**config.mk**
```make
export PLATFORM = sky130hd
export DESIGN_NAME = alu_serial
export DESIGN_NICKNAME = d
export VERILOG_FILES = /design/src/rtl/alu_serial.sv
export SDC_FILE = /design/constraint.sdc
export NUM_CORES = 1
export LEC_CHECK = 0
export BUFFER_PORTS_ARGS = -buffer_cell sky130_fd_sc_hd__buf_4
export CORE_MARGIN = 2
export CORE_UTILIZATION = 30
export CTS_CLUSTER_SIZE = 12
export DETAILED_ROUTE_END_ITERATION = 16
export GPL_TIMING_DRIVEN = 0
export PLACE_DENSITY = 0.54
export SYNTH_ARGS = -nofsm -noshare
export SYNTH_HDL_FRONTEND = slang
export SYNTH_SLANG_ARGS = --single-unit
```
**constraint.sdc**
```tcl
create_clock -name clk -period 4.2 [get_ports clk]
set_clock_uncertainty 0.05 [all_clocks]
set_input_delay 0.42 -clock clk [delete_from_list [all_inputs] [get_ports clk]]
set_output_delay 0.42 -clock clk [all_outputs]
set_load 0.02 [all_outputs]
```
**src/rtl/alu_serial.sv**
```systemverilog
// alu_serial: multi-cycle ALU behind a valid/ready request/response pair.
// Logic, add/sub and compare ops finish in one cycle; shifts use a one-bit
// serial shifter that runs for shamt cycles before the result is presented.
module alu_serial #(
   parameter int WIDTH = 32
) (
   input  logic             clk,
   input  logic             reset,
   input  logic             in_valid,
   output logic             in_ready,
   input  logic [3:0]       ALUcontrol,
   input  logic [WIDTH-1:0] a,
   input  logic [WIDTH-1:0] b,
   output logic             out_valid,
   input  logic             out_ready,
   output logic [WIDTH-1:0] result,
   output logic             zero,
   output logic             illegal
);

   localparam int SW = $clog2(WIDTH);
   localparam logic [SW-1:0] CNT_ONE = SW'(1);

   localparam logic [3:0] OP_ADD  = 4'b0000;
   localparam logic [3:0] OP_SUB  = 4'b0001;
   localparam logic [3:0] OP_AND  = 4'b0010;
   localparam logic [3:0] OP_OR   = 4'b0011;
   localparam logic [3:0] OP_XOR  = 4'b0100;
   localparam logic [3:0] OP_SLL  = 4'b0101;
   localparam logic [3:0] OP_SRL  = 4'b0110;
   localparam logic [3:0] OP_SLT  = 4'b0111;
   localparam logic [3:0] OP_SLTU = 4'b1000;
   localparam logic [3:0] OP_SRA  = 4'b1001;

   typedef enum logic [1:0] {IDLE, SHIFT, DONE} state_t;

   state_t           state;
   logic [3:0]       op_q;
   logic [WIDTH-1:0] result_q;
   logic             illegal_q;
   logic [WIDTH-1:0] shreg;
   logic [SW-1:0]    cnt;

   logic             accept;
   logic [SW-1:0]    shamt_in;
   logic             is_shift;
   logic [WIDTH-1:0] calc;
   logic             calc_illegal;
   logic [WIDTH-1:0] shift_next;

   // Handshake outputs depend only on state (and out_ready while holding a result).
   always_comb begin
      in_ready  = (state == IDLE) || ((state == DONE) && out_ready);
      out_valid = (state == DONE);
      accept    = in_valid && in_ready;
      result    = result_q;
      zero      = (result_q == '0);
      illegal   = illegal_q;
   end

   // Single-cycle evaluation of the incoming request; shifts pass a through for shamt = 0.
   always_comb begin
      // NOTE: every output of this block gets a default first so no latch is inferred.
      calc         = '0;
      calc_illegal = 1'b0;
      shamt_in     = b[SW-1:0];
      is_shift     = (ALUcontrol == OP_SLL) || (ALUcontrol == OP_SRL) || (ALUcontrol == OP_SRA);
      case (ALUcontrol)
         OP_ADD:  calc = a + b;
         OP_SUB:  calc = a - b;
         OP_AND:  calc = a & b;
         OP_OR:   calc = a | b;
         OP_XOR:  calc = a ^ b;
         OP_SLT:  calc = {{(WIDTH-1){1'b0}}, ($signed(a) < $signed(b))};
         OP_SLTU: calc = {{(WIDTH-1){1'b0}}, (a < b)};
         OP_SLL, OP_SRL, OP_SRA: calc = a;
         default: calc_illegal = 1'b1;
      endcase
   end

   // One bit position of the serial shifter; SRA keeps replicating the original sign bit.
   always_comb begin
      shift_next = shreg;
      case (op_q)
         OP_SLL:  shift_next = {shreg[WIDTH-2:0], 1'b0};
         OP_SRL:  shift_next = {1'b0, shreg[WIDTH-1:1]};
         default: shift_next = {shreg[WIDTH-1], shreg[WIDTH-1:1]};
      endcase
   end

   // Control FSM with the result, flag and shifter registers.
   always_ff @(posedge clk) begin
      // NOTE: sequential state uses non-blocking assignments so all registers update together.
      if (reset) begin
         state     <= IDLE;
         op_q      <= '0;
         result_q  <= '0;
         illegal_q <= 1'b0;
         // NOTE: shifter and counter are cleared too, so a discarded shift leaves nothing behind.
         shreg     <= '0;
         cnt       <= '0;
      end else begin
         case (state)
            SHIFT: begin
               shreg <= shift_next;
               cnt   <= cnt - 1'b1;
               if (cnt == CNT_ONE) begin
                  result_q  <= shift_next;
                  illegal_q <= 1'b0;
                  state     <= DONE;
               end
            end
            default: begin
               // IDLE and DONE share the accept path; DONE also accepts while releasing.
               if (accept) begin
                  op_q <= ALUcontrol;
                  if (is_shift && (shamt_in != '0)) begin
                     shreg <= a;
                     cnt   <= shamt_in;
                     state <= SHIFT;
                  end else begin
                     result_q  <= calc;
                     illegal_q <= calc_illegal;
                     state     <= DONE;
                  end
               end else if ((state == DONE) && out_ready) begin
                  state <= IDLE;
               end
            end
         endcase
      end
   end

endmodule

```
# After elaboration in Yosys (flattened, before gate mapping)
# Cells that the tools add are included.
classes:
  reduce_logical: 19
  n_addsub: 3
  order_cmp: 2
  n_eq_ne: 16
  muxes: 22
  bitwise_logic: 4
ops:
  columns: ["op", "n"]
  rows:
  - ["$pmux 32 s8", 1]
  - ["$mux 32", 7]
  - ["$lt 32x32->1", 2]
  - ["$pmux 32 s2", 1]
  - ["$add 32x32->32", 1]
  - ["$and 32x32->32", 1]
  - ["$logic_not 32->1", 1]
  - ["$or 32x32->32", 1]
  - ["$sub 32x32->32", 1]
  - ["$xor 32x32->32", 1]
  - ["$eq 4x3->1 const B", 6]
  - ["$mux 5", 3]
  - ["$mux 2", 5]
  - ["$reduce_or 10->1", 1]
  - ["$eq 4x2->1 const B", 2]
  - ["$eq 4x4->1 const B", 2]
  - ["$reduce_and 2->1", 3]
  - ["$eq 5x1->1 const B", 1]
  - ["$mux 1", 5]
  - ["$reduce_bool 5->1", 1]
  - ["$sub 5x1->5 const B", 1]
  - ["$eq 4x1->1 const B", 1]
  - ["$logic_not 4->1", 1]
  - ["$reduce_bool 2->1", 2]
  - ["other kinds (11)", 15]
word_totals:
  elab_cells: 72
  input_bits: 72
  reg_bits: 76
  output_inout_bits: 36

# Depth between registers and ports, before layout
depth:
  ltp_word: 7
  depth_mapped: 12
  depth_no_buf: 12

# Worst setup path after synthesis
# Ideal clock, no wire load.
synth_path:
  path_kind: "input-to-reg"
  start: "in a[1]"
  end: "reg result_q[19], in the netlist result[19]"
  setup_ns: 0.134
  n_path_buf: 0
  cell_stages: 11
  t_arrival_ns: 2.761
  required_ns: 4.016
  setup_slack_ns: 1.255
  path_cell_list: "inv_1 ha_1 o21ba_2 or4_4 a211oi_4 a21oi_4 o31ai_4 a31o_2 o21ai_1 a222oi_1 o22ai_1"
synth_between:
  elab_chain_cells: 5
  word_cells_on_any_way: 6
  cone_classes: "2 x add/sub; 4 x mux"
synth_rtl:
  columns: ["element", "line", "rtl"]
  rows:
  - ["start, declared", "12", "input logic [WIDTH-1:0] a,"]
  - ["$sub 32x32->32 / $add 32x32->32 (equally long branches)", "70, 69", null]
  - ["$pmux 32 s8 (*)", "68", "case (ALUcontrol)"]
  - ["$mux 32 (*)", "117", "if (is_shift && (shamt_in != '0)) begin"]
  - ["$mux 32 (*)", "115", "if (accept) begin"]
  - ["$mux 32 (*)", "103", "case (state)"]
  - ["end signal, assigned", "108", "result_q <= shift_next;"]
  - ["end signal, assigned", "122", "result_q <= calc;"]
  - ["end, declared", "39", "logic [WIDTH-1:0] result_q;"]
# Mark *: on every way between the ends. The rest lies on a longest branch, timed or not. The select of a mux whose other input is x is not followed.
# A chain may end at the register's enable or synchronous reset.

# Final worst setup path
layout_path:
  start: "in ALUcontrol[3]"
  end: "reg result_q[23], in the netlist result[23]"
layout_between:
  elab_chain_cells: 6
  word_cells_on_any_way: 20
  cone_classes: "10 x eq/ne; 4 x mux; 6 x reduce/logical"
layout_rtl:
  columns: ["element", "line", "rtl"]
  rows:
  - ["start, declared", "11", "input logic [3:0] ALUcontrol,"]
  - ["$eq 4x3->1 / $eq 4x4->1 (equally long branches)", "67, 68", null]
  - ["$reduce_or 3->1 / $logic_or 1x1->1 (equally long branches)", "68, 67", null]
  - ["$pmux 32 s8 / $logic_or 1x1->1 (equally long branches)", "68, 67", null]
  - ["$mux 32 / $logic_and 1x1->1 (equally long branches)", "117", null]
  - ["$mux 32 / $ne 2x1->1 (equally long branches)", null, null]
  - ["$mux 32 / $reduce_and 3->1 (equally long branches)", null, null]
# Several ways; a longest one is shown, not always the timed one. The select of a mux whose other input is x is not followed.

==> results.txt <==
- The run finished with clean final reports.
- Number of DRC violations after detailed routing: 0
* Most common flop cell mapped by yosys: dfxtp_1
- After legalization and detailed placement, the total HPWL measured 36.15 mm.
- Synthesis Warnings: 0
- Count of antenna-violating nets left after detailed routing: 0
- Global-route met3 utilization: 3.269%
* M2 GR Usage: 42.33%
- The number of setup buffers added after CTS is 0.
- Cell repeated most along the worst path: clkbuf_1
- Counting instances, the worst hold path has a depth of 3.
- Largest net degree at the start of global routing: 14
* Setup-failing EPs final: 0
- Worst slew pin tran: 1.120 ns
* Start-to-end type of the worst setup path: in -> reg
* Syn avg cell area: 6.879 sq um
- Kind of cell with the highest combined delay on the critical path: buffers and inverters
- At the worst endpoint, the required time is 4.34 ns.
- The first global-routing pass estimated 65.70 mm of wire.
- Clock Sinks: 76
- Category of the worst setup path capture point: flip-flop
- For this run, the slowest stage of the critical path takes 0.90 ns.
* Final critical delay including setup and external delays: 4.162 ns
- The critical path starts at ALUcontrol[3].
- Cells along the critical path: buf_4 > clkbuf_1 > nor2_1 > nand3_1 > clkbuf_1 > buf_1 > o21ai_0 > a2111oi_0 > nand2_1 > a21oi_1 > nor4_1
* Number of detailed-route iterations in the first pass: 5
* Critical path's slowest cell: a2111oi_0
* Drt wl/cell: 23.58 um
- Pin placement for this block handled 108 I/O pins.
* Antenna violations before repair: 0
- Data on the critical path arrives at its endpoint at 4.30 ns.
- After layout, the worst path uses 99.10% of the clock period.
- Synthesis produced 1379 cells.
- Leak Pwr: 0.004670 uW
- Class of the tightest hold or removal check: in -> reg
- The max-slew violation count was 0.
- In this run the deepest clock path goes through 2 buffers.
- RR Endpoint: result[21]
- Of all nets on the critical path, the largest fanout is 10.
- For the worst-skew pair, the clock arrives at the later sink with an insertion delay of 0.34 ns.
* Minimum setup slack among reg-to-reg paths: 0.50 ns
* Sequential cell area fraction in the yosys report: 16.04%
- Vias/cell: 5.897
* Post-synthesis cell type count: 93
- The floorplan step set the die width to 181.8 um.
* GPL Wtd Cong: 0.9878
- DIE AREA: 0.03306 sq mm
- CTS root buf: clkbuf_16
- Proportion of register bits with asynchronous set or reset after synthesis: 0%
* Final hold slack: 0.3390 ns
- Clock tree from TritonCTS: built
* Cells on worst reg2reg path: 8
- Power per cell area: 268.2 mW/mm^2
- Worst setup SP type: input pin
- Summed over all layers, the routed wires come to 44.88 mm.
- In the post-route analysis, the smallest setup slack over all paths is 0.03773 ns.
- Overflow left after global routing: 0
- Relative to the synthesized area, the layout overhead comes to 17.41%.
- Of all cell types, the one taking the most synthesized area is dfxtp_1.
- Startpoint of the worst register-to-register path: state[1]
- met2 is the most crowded layer.
- The floorplan step defined a core boundary enclosing 0.03131 sq mm.
- Diode count: 0
* Count of hold buffers inserted by post-cts repair: 0
* Cell types occupying the most area after synthesis: dfxtp_1 16%, ha_1 15%, nand2_1 7.6%
- Max-slew headroom at the worst pin: 23.38%
- Sum of buffers and inverters on the critical path: 4
* Unrepaired setup endpoints after global routing: no
* Fraction of post-synthesis cell area in the top cell type by area: 16.04%
- Counting the buffers created by CTS gives 9.
- Height of the die: 181.8 um
- Number of synthesized flops with an enable pin: 0
* Final-layout setup total negative slack: 0 ns
* PostCTS Resize Cnt: 0
* Met1 track utilization from global routing: 36.30%
- Initial Utilization: 30.30%
- Reg clk slew, reported paths: 0.06 ns
* Via count of the first global-routing pass: 10.41k
* Number of nets in the finished design: 1685
- The startpoint identified for the worst hold timing path is a[3].
* Number of cells on the critical path: 11
* Highest attainable clock frequency: 240.3 MHz
* Count of input and output buffers: 105
- The tool flagged a number of max-cap violations equal to 0.
* Total track usage: 26.28%
- The critical path ends at result[23].
- Across the VDD grid, the largest voltage drop is 0.1971 mV.
- H-tree levels: 3
- Final count of hold timing violations: 0
- The detailed router finished its first iteration with 1381 violations.
* Number of flip-flops and latches in the synthesized netlist: 76
- In the final layout, the share of cells above drive strength 1 is 11.66%.
* Total number of placement rows: 65
- Vias: 11.22k
- The mapped netlist covers 0.009487 sq mm.
* Net Count, Synth: 1568
* Pre-CTS WS: -0.1296 ns
power by group:
| part | internal (uW) | total (uW) | switching, uW |
|---|---|---|---|
| sequential | 769 | 820 | 50.6 |
| clock | 597 | 917 | 321 |
| combinational | 430 | 1250 | 821 |
sequential cells by signal (all words and copies together), names as in the netlist:
signal,flops
cnt,5
illegal,1
op_q,4
result,32
shreg,32
state,2
per-stage QoR:
step                std cells  util [%]  cell area [sq um]  power, uW
floorplan                1379         -               9487       1577
global placement         1886     34.42              10780       2046
detailed placement       1886     34.44              10780       2046
CTS                      1902     35.56              11130       2950
global route             1903     35.57              11140       3102
finish                   1903     35.57              11140       2988
layout make-up:
type                            count  area [sq um]
Buffer                             95         394.1
Clock buffer                       10         239.0
Clock inverter                      6         111.4
Fill cell                        3379         20170
Inverter                           99         374.1
Multi-Input combinational cell   1109          7202
Sequential cell                    76          1521
Tap cell                          402         503.0
Timing Repair Buffer              106         793.3
cells in the mapped netlist, types with 6 or more instances:
master	count
a31oi_1	33
inv_1	96
clkbuf_1	69
a21oi_1	117
a21o_1	22
and2_1	7
a211oi_1	23
nor2b_1	14
nor4_1	19
a22oi_1	6
o21a_1	10
a311oi_1	9
nand4_1	13
or3_1	6
nor3_1	40
xnor2_1	10
o21ai_0	55
nor2_1	145
o21ai_1	14
nand3_1	47
buf_1	9
a221oi_1	28
o211ai_1	8
o221ai_1	12
nand2_1	192
ha_1	115
o22ai_1	17
a221o_1	14
dfxtp_1	76
o31ai_1	7
buf_2	12
o21bai_1	13
mux2i_1	9
nand2b_1	12
worst min path at each step:
stage                      end  slack (ns)
floorplan              op_q[2]        0.42
global placement    result[21]        0.42
detailed placement  result[21]        0.43
CTS                   shreg[3]        0.34
global route          shreg[4]        0.37
finish                shreg[3]        0.34
per-layer routing:
metal	part of all wire (%)	vias up
met2	44	559
met1	44	5355
met4	3.0	0
met5	0	-
met3	8.7	91
li1	-	5217
worst register-to-register path, delay by kind of cell (launching register included):
kind                   cells  cell delay [ns]
buffers and inverters      3             1.63
AOI/OAI and AO/OA          2             0.93
and+or+nand+nor            3             0.60
DFF                        1             0.42
layout by cell type, fill, tap and decap left out, types with 22 or more instances in the layout:
cell type	count
nand2_1	192
nor2_1	145
a21oi_1	117
ha_1	115
buf_4	109
inv_1	96
dfxtp_1	76
clkbuf_1	69
o21ai_0	55
nand3_1	47
nor3_1	39
a31oi_1	33
a221oi_1	28
a211oi_1	23
a21o_1	22
kinds of logic after synthesis:
family | Yosys count | synth area share, %
multiplexers | 11 | 1.187
adder cells (fa/ha/maj) | 117 | 15.59
buffers and inverters | 194 | 8.098
AND/OR/NAND/NOR | 527 | 25.51
XOR/XNOR | 12 | 1.108
flip-flops | 76 | 16.04
AO/OA/AOI/OAI | 442 | 32.47
No activity file was read; power rests on OpenSTA's default activity.
